`config.mk`:
```
export PLATFORM = sky130hd
export DESIGN_NAME = spi_flash_cmd_ctrl
export DESIGN_NICKNAME = d
export VERILOG_FILES = /design/src/rtl/spi_flash_pkg.sv /design/src/rtl/spi_flash_byte_if.sv /design/src/rtl/spi_flash_cmd_ctrl.sv
export SDC_FILE = /design/constraint.sdc
export NUM_CORES = 1
export LEC_CHECK = 0
export ABC_AREA = 1
export CORE_ASPECT_RATIO = 0.75
export CORE_MARGIN = 3
export CORE_UTILIZATION = 49
export CTS_BUF_LIST = sky130_fd_sc_hd__clkbuf_16
export DETAILED_ROUTE_END_ITERATION = 7
export PLACE_DENSITY = 0.86
export SETUP_SLACK_MARGIN = 0.1
export SKIP_CTS_REPAIR_TIMING = 1
export SYNTH_ARGS = -nofsm -noshare
export SYNTH_HDL_FRONTEND = slang
export SYNTH_HIERARCHICAL = 1
export SYNTH_SLANG_ARGS = --single-unit
```
`constraint.sdc`:
```
create_clock -name sys_clk -period 2.7 [get_ports sys_clk]
set_clock_uncertainty 0.2 [all_clocks]
set_input_delay 0.54 -clock sys_clk [delete_from_list [all_inputs] [get_ports sys_clk]]
set_output_delay 0.54 -clock sys_clk [all_outputs]
set_load 0.005 [all_outputs]
```
`src/rtl/spi_flash_pkg.sv`:
```
// Opcode constants, FSM state encoding and opcode decode for the SPI flash command controller.
// FLASH_BUSY_POLL_EN adds the write-in-progress polling states to the encoding.
package spi_flash_pkg;

    localparam logic [7:0] OP_READ = 8'h03;
    localparam logic [7:0] OP_PP   = 8'h02;
    localparam logic [7:0] OP_SE   = 8'h20;
    localparam logic [7:0] OP_BE   = 8'hD8;
    localparam logic [7:0] OP_CE   = 8'hC7;
    localparam logic [7:0] OP_RDID = 8'h9F;
    localparam logic [7:0] OP_RDSR = 8'h05;
    localparam logic [7:0] OP_WREN = 8'h06;
    localparam logic [7:0] OP_WRDI = 8'h04;

    localparam logic [8:0] MAX_LEN = 9'd256;

    typedef enum logic [3:0] {
        IDLE     = 4'd0,
        CS_LOW   = 4'd1,
        CMD      = 4'd2,
        ADDR     = 4'd3,
        DATA     = 4'd4,
        CS_HIGH  = 4'd5,
        DONE     = 4'd8
`ifdef FLASH_BUSY_POLL_EN
        ,
        POLL_CMD = 4'd6,
        POLL_RD  = 4'd7
`endif
    } state_t;

    typedef struct packed {
        logic has_addr;
        logic is_rd;
        logic is_wr;
    } op_info_t;

    function automatic op_info_t decode_op(input logic [7:0] op);
        op_info_t info;
        info.has_addr = (op == OP_READ) || (op == OP_PP) || (op == OP_SE) || (op == OP_BE);
        info.is_rd    = (op == OP_READ) || (op == OP_RDID) || (op == OP_RDSR);
        info.is_wr    = (op == OP_PP);
        return info;
    endfunction

    // Opcodes that leave the flash busy and must be followed by status polling.
    function automatic logic needs_poll(input logic [7:0] op);
        return (op == OP_PP) || (op == OP_SE) || (op == OP_BE) || (op == OP_CE);
    endfunction

endpackage

```
`src/rtl/spi_flash_byte_if.sv`:
```
// Single-byte request/ack handshake towards the SPI byte master; request rises one cycle after start.
// spi_wr_req is masked in the ack cycle so the master never sees a back-to-back request.
module spi_flash_byte_if (
    input  logic       sys_clk,
    input  logic       rst,
    input  logic       i_start,
    input  logic [7:0] i_tx_byte,
    output logic       o_busy,
    output logic       o_done,
    output logic [7:0] o_rx_byte,
    output logic       spi_wr_req,
    input  logic       spi_wr_ack,
    output logic [7:0] spi_tx_data,
    input  logic [7:0] spi_rx_data
);

    logic       r_req;
    logic [7:0] r_tx;

    always_ff @(posedge sys_clk or posedge rst) begin
        if (rst) begin
            r_req <= 1'b0;
            r_tx  <= 8'h00;
        end else if (r_req && spi_wr_ack) begin
            r_req <= 1'b0;
        end else if (i_start && !r_req) begin
            r_req <= 1'b1;
            r_tx  <= i_tx_byte;
        end
    end

    assign spi_wr_req  = r_req & ~spi_wr_ack;
    assign spi_tx_data = r_tx;
    assign o_busy      = r_req;
    assign o_done      = r_req & spi_wr_ack;
    assign o_rx_byte   = spi_rx_data;

endmodule

```
`src/rtl/spi_flash_cmd_ctrl.sv`:
```
// SPI flash command sequencer: opcode, optional address, read/program data, CS gap, done pulse.
// FLASH_BUSY_POLL_EN adds RDSR polling after program/erase until the WIP bit clears.
module spi_flash_cmd_ctrl
    import spi_flash_pkg::*;
#(
    parameter int unsigned CS_GAP_CYCLES = 8
) (
    input  logic        sys_clk,
    input  logic        rst,
    input  logic        cmd_req,
    input  logic [7:0]  cmd_code,
    input  logic [23:0] cmd_addr,
    input  logic [8:0]  cmd_len,
    output logic        cmd_busy,
    output logic        cmd_done,
    output logic        wr_data_req,
    input  logic [7:0]  wr_data,
    output logic [7:0]  rd_data,
    output logic        rd_data_valid,
    output logic        spi_ncs,
    output logic        spi_wr_req,
    input  logic        spi_wr_ack,
    output logic [7:0]  spi_tx_data,
    input  logic [7:0]  spi_rx_data
);

    state_t      r_state;
    logic [7:0]  r_code;
    logic [23:0] r_addr;
    logic [8:0]  r_len;
    logic [8:0]  r_cnt;
    logic [15:0] r_gap;
    op_info_t    r_info;
    logic        r_busy;
    logic        r_done;
    logic        r_ncs;
    logic        r_wdreq;
    logic        r_start;
    logic [7:0]  r_tx;
`ifdef FLASH_BUSY_POLL_EN
    logic        r_poll_pend;
`endif

    logic        w_busy;
    logic        w_done;
    logic [7:0]  w_rx;
    logic        w_can_issue;
    logic        w_has_data;

    spi_flash_byte_if u_byte_if (
        .sys_clk     (sys_clk),
        .rst         (rst),
        .i_start     (r_start),
        .i_tx_byte   (r_tx),
        .o_busy      (w_busy),
        .o_done      (w_done),
        .o_rx_byte   (w_rx),
        .spi_wr_req  (spi_wr_req),
        .spi_wr_ack  (spi_wr_ack),
        .spi_tx_data (spi_tx_data),
        .spi_rx_data (spi_rx_data)
    );

    assign w_can_issue = !w_busy && !r_start;
    assign w_has_data  = (r_info.is_rd || r_info.is_wr) && (r_len != 9'd0);

    always_ff @(posedge sys_clk or posedge rst) begin
        if (rst) begin
            r_state <= IDLE;
            r_code  <= 8'h00;
            r_addr  <= 24'h0;
            r_len   <= 9'd0;
            r_cnt   <= 9'd0;
            r_gap   <= 16'd0;
            r_info  <= '0;
            r_busy  <= 1'b0;
            r_done  <= 1'b0;
            r_ncs   <= 1'b1;
            r_wdreq <= 1'b0;
            r_start <= 1'b0;
            r_tx    <= 8'h00;
`ifdef FLASH_BUSY_POLL_EN
            r_poll_pend <= 1'b0;
`endif
        end else begin
            r_start <= 1'b0;
            r_wdreq <= 1'b0;
            r_done  <= 1'b0;
            case (r_state)
                IDLE: if (cmd_req) begin
                    r_code  <= cmd_code;
                    r_addr  <= cmd_addr;
                    r_len   <= (cmd_len > MAX_LEN) ? MAX_LEN : cmd_len;
                    r_info  <= decode_op(cmd_code);
`ifdef FLASH_BUSY_POLL_EN
                    r_poll_pend <= needs_poll(cmd_code);
`endif
                    r_cnt   <= 9'd0;
                    r_busy  <= 1'b1;
                    r_ncs   <= 1'b0;
                    r_state <= CS_LOW;
                end
                CS_LOW: r_state <= CMD;
                CMD: begin
                    if (w_done) begin
                        r_cnt <= 9'd0;
                        if (r_info.has_addr) r_state <= ADDR;
                        else if (w_has_data) r_state <= DATA;
                        else begin r_ncs <= 1'b1; r_gap <= 16'd0; r_state <= CS_HIGH; end
                    end else if (w_can_issue) begin
                        r_start <= 1'b1;
                        r_tx    <= r_code;
                    end
                end
                ADDR: begin
                    if (w_done) begin
                        if (r_cnt == 9'd2) begin
                            r_cnt <= 9'd0;
                            if (w_has_data) r_state <= DATA;
                            else begin r_ncs <= 1'b1; r_gap <= 16'd0; r_state <= CS_HIGH; end
                        end else begin
                            r_cnt <= r_cnt + 9'd1;
                        end
                    end else if (w_can_issue) begin
                        r_start <= 1'b1;
                        case (r_cnt[1:0])
                            2'd0:    r_tx <= r_addr[23:16];
                            2'd1:    r_tx <= r_addr[15:8];
                            default: r_tx <= r_addr[7:0];
                        endcase
                    end
                end
                DATA: begin
                    if (w_done) begin
                        if (r_cnt == r_len - 9'd1) begin
                            r_cnt <= 9'd0; r_ncs <= 1'b1; r_gap <= 16'd0; r_state <= CS_HIGH;
                        end else begin
                            r_cnt <= r_cnt + 9'd1;
                        end
                    end else if (w_can_issue) begin
                        // Program bytes take an extra cycle: wr_data_req pulses, then wr_data is sent.
                        if (!r_info.is_wr) begin
                            r_start <= 1'b1; r_tx <= 8'h00;
                        end else if (r_wdreq) begin
                            r_start <= 1'b1; r_tx <= wr_data;
                        end else begin
                            r_wdreq <= 1'b1;
                        end
                    end
                end
                CS_HIGH: begin
                    if (r_gap == 16'(CS_GAP_CYCLES - 1)) begin
`ifdef FLASH_BUSY_POLL_EN
                        if (r_poll_pend) begin
                            r_poll_pend <= 1'b0; r_ncs <= 1'b0; r_state <= POLL_CMD;
                        end else
`endif
                        begin
                            r_done <= 1'b1; r_state <= DONE;
                        end
                    end else begin
                        r_gap <= r_gap + 16'd1;
                    end
                end
`ifdef FLASH_BUSY_POLL_EN
                POLL_CMD: begin
                    if (w_done) r_state <= POLL_RD;
                    else if (w_can_issue) begin r_start <= 1'b1; r_tx <= OP_RDSR; end
                end
                POLL_RD: begin
                    if (w_done) begin
                        if (!w_rx[0]) begin r_ncs <= 1'b1; r_gap <= 16'd0; r_state <= CS_HIGH; end
                    end else if (w_can_issue) begin
                        r_start <= 1'b1; r_tx <= 8'h00;
                    end
                end
`endif
                DONE: begin
                    r_busy  <= 1'b0;
                    r_state <= IDLE;
                end
                default: r_state <= IDLE;
            endcase
        end
    end

    assign cmd_busy      = r_busy;
    assign cmd_done      = r_done;
    assign wr_data_req   = r_wdreq;
    assign spi_ncs       = r_ncs;
    assign rd_data_valid = (r_state == DATA) && r_info.is_rd && w_done;
    assign rd_data       = rd_data_valid ? w_rx : 8'h00;

endmodule
```
==> metrics, run 1 <==
WP data required=1.96 ns; Reg area=0.00238 mm2; Core Util, Final=0.647; CP Max Fanout=4; Final nets=877; post-route minimum period=2.72 ns; Worst Tran Pin Value=0.511 ns; area of the multi-input gates=0.00250 mm2; P&R area growth vs syn=26.7%; final worst slack=-0.0173 ns; vias in the first global route=4675; CTS Root Cell=clkbuf_16; GR Overflow Total=0; # diodes=0; CP arrival=1.98 ns; Critical Path Sink Type=output pin; Leak=0.00335 uW; die area=0.0121 mm2; # rows=32; sequential area share after synthesis=0.448; fill count=868; average size of a mapped cell=7.43 um2; port buffer count=82; Syn Std Cell Area=0.00531 mm2; Mapped Nets=782; status=finished with violations; Setup CP Type=flop to output pin; GRT Overall Usage=0.226; hpwl dp=9520 um; die width=126 um; nature of the critical path startpoint=flop; Final Hold Fails=0; critical path, cell by cell=inv_2, nor2_4, nand2_4, nor3_2, buf_4, clkinvlp_4, buf_12, buf_6, buf_6, nor2_2, buf_2; peak supply drop=0.449 mV; share of cells above drive strength 1=0.107; DRT antenna net count=0; core box area=0.0104 mm2; TritonRoute pass-1 iters=5; I/O pin count=83; H-tree Lvls=3; Routed WL per cell=14.2 um; first-pass GRT wire length=22100 um; failing checks=setup timing; Final TNS setup=-0.0173 ns; pin count of the biggest net entering global routing=51; dpl ws=-0.318 ns; clock latency on the worst-skew pair=0.35 ns; initial drt markers=486; unrepaired setup endpoints after global routing=true; vias=4989; final WL=13500 um; CTS Buf Count=9; setup violators final=1; CP max-delay cell=dfrtp_1; max incr delay on CP=0.39 ns; Synth Instances=715; Buf/Inv on CP=7; Post-Place Cells=922; Max Cap Viol=0; CP dominant cell by count=buf_6; P per Cell Area=999 mW/mm2; hold crit path type=flop to flop; final cell count without fillers=951; Max Clk Rate=368 MHz; clk slew on worst S/H paths=0.07 ns; critical path's top delay family=buffers and inverters; Synth Register Bits=95; initial antenna violation count=0; Max clock buf depth=2; Syn. warnings=6; CTS tree=built; Synth cell types=39; Slew Viols, Final=0; Starting Density=0.510; Via density=5.25; Sink Count=95; Rel. slew slack=0.659; Fin Hold WS=0.273 ns; fin crit share=1.01; Chip Height=96.2 um; GP Congestion=0.923; DRC=0
routing by layer:
| metal | share of wire | up-vias | GRT usage |
|---|---|---|---|
| li1 | - | 2471 | - |
| met1 | 0.47 | 2315 | 0.323 |
| met2 | 0.44 | 180 | 0.347 |
| met3 | 0.065 | 23 | 0.0571 |
| met4 | 0.016 | 0 | 0.0545 |
| met5 | 0 | - | 0 |
cell type report:
type	instances	area share
Clock buffer	9	0.0335
Clock inverter	7	0.0108
Inverter	89	0.0507
Multi-Input combinational cell	507	0.372
Sequential cell	95	0.353
Tap cell	136	0.0253
Timing Repair Buffer	108	0.155
worst reg2reg max path: stages, from the launching register on:
cell	delay [ns]
dfrtp_1	0.38
inv_1	0.14
ha_2	0.30
nand2_1	0.06
inv_1	0.04
nor2_1	0.09
nand2_1	0.10
nor2_1	0.11
nand3_1	0.09
nor2_2	0.10
nand3_2	0.13
nand2_4	0.21
nand2_2	0.17
nand3_1	0.13
nand2_1	0.06
registers in the layout, summed over array words and instances, names as in the netlist:
register / count
wr_data_req: 1
u_byte_if/o_busy: 1
r_cnt: 9
spi_ncs: 1
r_start: 1
r_info: 3
cmd_busy: 1
r_tx: 8
r_code: 8
r_state: 4
r_len: 9
u_byte_if/spi_tx_data: 8
cmd_done: 1
r_gap: 16
r_addr: 24
worst paths after layout:
| kind | depth (start not counted) | to | slack (ns) | from |
|---|---|---|---|---|
| hold / removal | 2 | r_addr[23] | 0.27 | r_addr[23] |
| hold reg to reg | 2 | r_addr[23] | 0.27 | r_addr[23] |
| max in group asynchronous | 3 | spi_ncs | 1.40 | rst |
| setup reg to reg | 14 | r_cnt[0] | 0.29 | r_len[0] |
| setup / recovery | 11 | rd_data[5] | -0.02 | r_state[2] |
| min in group asynchronous | 2 | u_byte_if/o_busy | 0.34 | rst |
stage by stage:
stage | power [uW] | cell area [um2]
floorplan | 4370 | 5320
global placement | 5120 | 6260
detailed placement | 5210 | 6260
CTS | 6550 | 6560
global route | 7260 | 6730
finish | 6730 | 6730
report_power, final:
part	switching (uW)	total [uW]	internal, uW
sequential	449	2450	2000
combinational	1820	2990	1170
clock	566	1290	719
cells by family after synthesis:
| group | Yosys count | synth area share |
|---|---|---|
| xor+xnor | 15 | 0.0247 |
| simple gates | 419 | 0.342 |
| compound gates | 66 | 0.0780 |
| buf+inv | 114 | 0.0933 |
| flops | 95 | 0.448 |
| fa+ha+maj | 6 | 0.0141 |
synth_stat cells, drive strengths merged:
master / number / area share
a21oi: 8 / 0.0090
o211ai: 7 / 0.0099
a41oi: 8 / 0.015
inv: 89 / 0.063
or4: 2 / 0.0028
o21a: 1 / 0.0014
or2: 3 / 0.0035
nor4: 3 / 0.0035
xnor2: 2 / 0.0033
o221ai: 1 / 0.0016
nand4: 12 / 0.014
xor2: 13 / 0.021
nand3b: 3 / 0.0042
nor3: 16 / 0.015
dfrtp: 94 / 0.44
nand3: 68 / 0.068
nand2: 244 / 0.18
a31oi: 1 / 0.0012
nor3b: 1 / 0.0035
ha: 6 / 0.014
o21ai: 39 / 0.039
dfstp: 1 / 0.0049
clkbuf: 7 / 0.0049
buf: 18 / 0.025
o31ai: 1 / 0.0014
nor2: 67 / 0.050
cells in the final DEF, fill, tap and decap left out, types with 5 or more instances in the layout:
master           Yosys  layout
inv_2                4       5
o211ai_1             7       7
a21oi_1              6       6
dlymetal6s2s_1       0       5
inv_1               85      82
nand4_1             12      12
ha_1                 6       5
nand2_1            238     238
clkbuf_16            0       9
nand3_1             65      65
nor3_1              16      15
xor2_1              13      13
a41oi_1              7       7
buf_4                8      22
nor2_2               5      10
clkdlybuf4s50_1      0      73
dfrtp_1             94      94
nor2_1              62      55
o21ai_0             35      35
No activity file was read; power rests on OpenSTA's default activity.
==> run 2: changes to the inputs <==
ABC_AREA = unset   (was 1)
GPL_TIMING_DRIVEN = 1   (was unset)
==> run 2 against run 1 <==
The flow now finishes without violations. Fmax rose by 6.4%. Die area fell by 3.2%. Setup slack improved by 0.16 ns. Via count fell by 12%. Critical endpoint is now r_gap[15].
==> metrics, run 2 <==
status=finished, final reports clean; I/O pin count=83 (unchanged); Largest register FFs=24 (unchanged); unrepaired setup endpoints after global routing=true; setup violators final=0 (-1); Fin Hold WS=0.266 ns (-0.00745 ns); commonest non-fill, non-tap cell in the layout=dfrtp_1; CTS Root Cell=clkbuf_16; DP Area=0.00616 mm2 (-1.6%); Routed WL per cell=17.4 um (+22%); fin crit share=0.946 (-0.0602); Max Cap Viol=0 (unchanged); Post-synth top cells=dfrtp_1 (94), nand2_1 (60), o21ai_0 (37), mux2_2 (33), a21oi_1 (32); DRC=0 (unchanged); Syn Std Cell Area=0.00513 mm2 (-3.4%); DRT antenna net count=0 (unchanged); final WL=13000 um (-4.0%); peak supply drop=0.528 mV (+18%); hpwl dp=8880 um (-6.7%); Sw Pwr=2280 uW (-20%); Critical Path Start=r_len[4]; Hold Startpoint=wr_data_req; post-route minimum period=2.55 ns (-0.162 ns); CP arrival=2.58 ns (+0.60 ns); CP max-delay cell=a2111o_2; number of flops mapped to enable cells by yosys=0 (unchanged); critical path, cell by cell=nor3_4, nand3_1, a21oi_1, a211oi_2, a2111o_2, a21oi_4, clkbuf_16, a31oi_1; vias=4393 (-12%); TritonRoute pass-1 iters=5 (unchanged); Final Hold Fails=0 (unchanged); die width=124 um (-1.6%); hold crit path type=flop to flop; Starting Density=0.517 (+0.00667); initial drt markers=450 (-7.4%); sequential area share after synthesis=0.463 (+0.0156); Buf/Inv on CP=1 (-6); Post-Place Cells=723 (-22%); Mapped Nets=586 (-25%); final instance area=0.00671 mm2 (-0.35%); CTS tree=built; WP data required=2.73 ns (+0.77 ns); Synth cell types=60 (+54%); Max Clk Rate=391 MHz (+6.4%); Chip Height=94.6 um (-1.6%); reg2reg setup slack=0.15 ns (-0.14 ns); Synth Instances=519 (-27%); clk slew on worst S/H paths=0.07 ns (about the same); GP Congestion=0.919 (-0.36%); worst r2r src=r_len[4]; CP Max Fanout=8 (+4); first-pass GRT wire length=20300 um (-8.5%); Switching Share=0.352 (-0.0701); max incr delay on CP=0.56 ns (+0.17 ns); Max clock buf depth=2 (unchanged); Via density=5.89 (+12%); commonest non-fill, non-tap cells in the layout=dfrtp_1 (93), clkdlybuf4s50_1 (73), nand2_1 (58), o21ai_0 (37), mux2_2 (33); pin count of the biggest net entering global routing=87 (+71%); ys flop type=dfrtp_1; CTS Buf Count=9 (unchanged); clock share of power=0.211 (+0.020); GR Overflow Total=0 (unchanged); P per Cell Area=965 mW/mm2 (-3.4%); die area=0.0118 mm2 (-3.2%); share of cells above drive strength 1=0.199 (+0.0919); Leak=0.00289 uW (-14%); Syn. warnings=6 (unchanged); average size of a mapped cell=9.89 um2 (+33%); port buffer count=82 (unchanged); combinational power share=0.436 (-0.008); nature of the critical path startpoint=flop; Final TNS setup=0 ns (+0.0173 ns); critical path's top delay family=compound AO/OA/AOI/OAI gates; vias in the first global route=4158 (-11%); core box area=0.00993 mm2 (-4.6%); Slew Viols, Final=0 (unchanged); Biggest register=r_addr; P&R area growth vs syn=30.7%; Setup CP Type=flop to flop; Synth Register Bits=95 (unchanged); H-tree Lvls=3 (unchanged); initial antenna violation count=0 (unchanged); Rel. slew slack=0.600 (-0.0590); asr flop ratio synth=1.00 (unchanged); Worst Tran Pin Value=0.599 ns (+0.0878 ns); clock latency on the worst-skew pair=0.34 ns (about the same); # rows=31 (-3.1%); top cell type's share of synthesized area=0.458 (+0.0154); GRT Overall Usage=0.219 (-0.00683); sequential share of power=0.353 (-0.012); internal power=4200 uW (+7.9%); # diodes=0 (unchanged); total power=6480 uW (-3.7%); Final nets=676 (-23%); Sink Count=95 (unchanged); area leader, netlist=dfrtp_1; most frequent cell after synthesis=dfrtp_1; Critical Path Sink Type=flop; Regs by FF count=r_addr: 24 flops, r_gap: 16 flops; synth top area cells=dfrtp_1 (46%), mux2_2 (7.2%), nand2_1 (4.4%); final cell count without fillers=746 (-22%)
==> run 2: changes by cell type in the layout (fill, tap and decap cells not counted), sizes merged, moves of 13 or more <==
cell	before	now
a31oi	1	14
nand2	244	60
nor2	67	27
inv	88	16
mux2	0	41
a21oi	8	33
nand3	69	16
nand2b	0	14
==> run 2: cell families after synthesis <==
| group | count (synthesis) | share of synthesized area |
|---|---|---|
| AOI/OAI and AO/OA | 128 | 0.162 |
| adders and majority gates | 6 | 0.0146 |
| muxes | 43 | 0.0997 |
| buffers and inverters | 52 | 0.0512 |
| and+or+nand+nor | 180 | 0.183 |
| DFF | 95 | 0.463 |
| xor gates and xnor gates | 15 | 0.0256 |
==> run 2: layer usage <==
metal	share of wire	wire [um]	global-route usage
met4	0.013	172	0.0474
met1	0.43	5570	0.304
met3	0.070	912	0.0425
met5	0	0	0
met2	0.49	6350	0.358
==> run 2: worst reg2reg max path, delay by kind of cell (launching register included) <==
kind	cells	cell delay, ns
buf+inv	1	0.19
compound gates	5	1.21
simple gates	2	0.39
flops	1	0.46
==> run 2: metrics by stage <==
stage                     utilization  setup WS, ns
after CTS                       0.653        -0.172
after global routing            0.676        0.0369
after floorplan                     -         0.168
after detailed placement        0.620        -0.165
after global placement          0.620       -0.0896
final                           0.676         0.145
==> run 2: area by class of cell <==
| type | instances | area, um2 |
|---|---|---|
| Clock inverter | 7 | 95.1 |
| Fill cell | 694 | 3220 |
| Inverter | 15 | 60.1 |
| Clock buffer | 9 | 225 |
| Timing Repair Buffer | 114 | 1140 |
| Sequential cell | 95 | 2380 |
| Tap cell | 132 | 165 |
| Multi-Input combinational cell | 374 | 2640 |
==> run 2: power by group through the flow <==
stage          combinational [uW]  clock, uW  sequential (uW)
2_1_floorplan                1790          0             2180
3_3_place_gp                 2440          0             2230
3_5_place_dp                 2540          0             2270
4_1_cts                      2570       1380             2250
5_1_grt                      3080       1450             2340
6_report                     2820       1370             2290
==> run 2: worst paths after layout <==
path,endpoint,cells after the start
max reg2reg,r_gap[15],8
min,wr_data_req,1
max in group asynchronous,r_len[2],3
min in group asynchronous,u_byte_if/spi_tx_data[5],2
min reg2reg,wr_data_req,1
max,r_gap[15],8
==> run 3: changes to the inputs <==
MAX_ROUTING_LAYER = met4   (was unset)
==> run 3 against run 2 <==
Register-to-register slack lost 0.05 ns. Clock power grew 7%. Critical path type unchanged. Die area unchanged. Global-route usage increased by 1.1 points. Sequential cell count unchanged.
==> metrics, run 3 (synthesis results as in run 2) <==
max incr delay on CP=0.58 ns (+0.02 ns); Hold Startpoint=wr_data_req; Final nets=674 (-0.30%); Routed WL per cell=17.9 um (+2.8%); Setup CP Type=flop to flop; vias in the first global route=4238 (+1.9%); CTS tree=built; Fin Hold WS=0.269 ns (+0.00335 ns); TritonRoute pass-1 iters=5 (unchanged); FF-to-FF path depth=10 (+2); Reg area=0.00238 mm2 (about the same); critical path's top delay family=compound AO/OA/AOI/OAI gates; commonest non-fill, non-tap cell in the layout=dfrtp_1; CP Max Fanout=10 (+2); nature of the critical path startpoint=flop; hold depth=1 (unchanged); die width=124 um (unchanged); CP max-delay cell=a2111o_2; Rel. slew slack=0.585 (-0.0150); CTS Root Cell=clkbuf_16; final WL=13300 um (+2.4%); GP Congestion=0.948 (+3.1%); GRT Overall Usage=0.230 (+0.0110); Max Clk Rate=384 MHz (-1.9%); total power=6520 uW (+0.65%); share of cells above drive strength 1=0.196 (-0.00230); Worst Tran Pin Value=0.621 ns (+0.0225 ns); die area=0.0118 mm2 (unchanged); port buffer count=82 (unchanged); initial drt markers=423 (-6.0%); P per Cell Area=972 mW/mm2 (+0.72%); unrepaired setup endpoints after global routing=true; DRT antenna net count=0 (unchanged); status=finished, final reports clean; DRC=0 (unchanged); Largest register FFs=24 (unchanged); area of the multi-input gates=0.00264 mm2 (about the same); commonest non-fill, non-tap cells in the layout=dfrtp_1 (92), clkdlybuf4s50_1 (73), nand2_1 (59), o21ai_0 (36), mux2_2 (33); WP data required=2.72 ns (about the same); GR Overflow Total=0 (unchanged); clock latency on the worst-skew pair=0.35 ns (about the same); hpwl dp=9210 um (+3.7%); setup violators final=0 (unchanged); Via density=5.95 (+1.1%); Min-Delay Endpoint=wr_data_req; Max Cap Viol=0 (unchanged); Max clock buf depth=2 (unchanged); Final Hold Fails=0 (unchanged); hold crit path type=flop to flop; first-pass GRT wire length=20400 um (+0.82%); P&R area growth vs syn=30.6% (about the same); core box area=0.00993 mm2 (unchanged); H-tree Lvls=3 (unchanged); initial antenna violation count=0 (unchanged); peak supply drop=0.538 mV (+1.8%); Reg2Reg Capture Point=r_gap[6]; Leak=0.00288 uW (-0.47%); reg2reg setup slack=0.1 ns (-0.05 ns); Sink Count=95 (unchanged); vias=4424 (+0.71%); Buf/Inv on CP=2 (+1); Critical Path Sink Type=flop; fin crit share=0.965 (+0.0186); Regs by FF count=r_addr: 24 flops, r_gap: 16 flops; pin count of the biggest net entering global routing=57 (-34%); CTS Buf Count=9 (unchanged); post-route minimum period=2.60 ns (+0.0501 ns); Slew Viols, Final=0 (unchanged); Starting Density=0.517 (unchanged); # diodes=0 (unchanged); worst r2r src=r_len[0]; final instance area=0.00670 mm2 (about the same); DP Area=0.00618 mm2 (+0.32%); clk slew on worst S/H paths=0.06 ns (about the same); Chip Height=94.6 um (unchanged); # rows=31 (unchanged); Biggest register=r_addr; critical path, cell by cell=inv_1, ha_4, nor4b_4, nand2_1, xnor2_1, nand3_1, a2111o_2, a21oi_4, buf_12, a31oi_1; Core Util, Final=0.675 (about the same); fill count=733 (+5.6%); I/O pin count=83 (unchanged); CP arrival=2.62 ns (+0.04 ns)
[run 3: report_power, final]
part           leakage, uW  internal (uW)  switching [uW]
Sequential         0.00121           1920             364
Combinational      0.00150           1410            1370
Clock             0.000164            909             548
Total              0.00288           4240            2280
[run 3: layout make-up]
type	count	share of cell area
Clock buffer	9	0.0336
Clock inverter	6	0.0175
Inverter	15	0.00896
Multi-Input combinational cell	375	0.394
Sequential cell	95	0.355
Tap cell	132	0.0246
Timing Repair Buffer	111	0.166
[run 3: how the worst max path moves through the flow]
stage / from / end / slack (ns) / cells after the start
2_1_floorplan: r_len[0] / r_gap[6] / 0.17 / 11
3_3_place_gp: spi_wr_ack / r_gap[4] / -0.14 / 9
3_5_place_dp: spi_wr_ack / r_gap[7] / -0.23 / 9
4_1_cts: spi_wr_ack / rd_data[1] / -0.22 / 5
5_1_grt: r_len[1] / r_gap[6] / -0.05 / 10
6_report: r_len[0] / r_gap[6] / 0.1 / 10
[run 3: stage by stage]
step / TNS [ns] / worst slack [ns] / cells
2_1_floorplan: 0 / 0.168 / 519
3_3_place_gp: -2.92 / -0.138 / 724
6_report: 0 / 0.0950 / 743
3_5_place_dp: -4.95 / -0.228 / 724
5_1_grt: -0.373 / -0.0460 / 743
4_1_cts: -1.84 / -0.223 / 739
[run 3: metal layers]
layer	part of all wire	GRT usage	routed length, um
met5	0	-	0
met4	0.018	0.0602	235
met3	0.069	0.0551	919
met2	0.50	0.373	6620
met1	0.42	0.291	5530
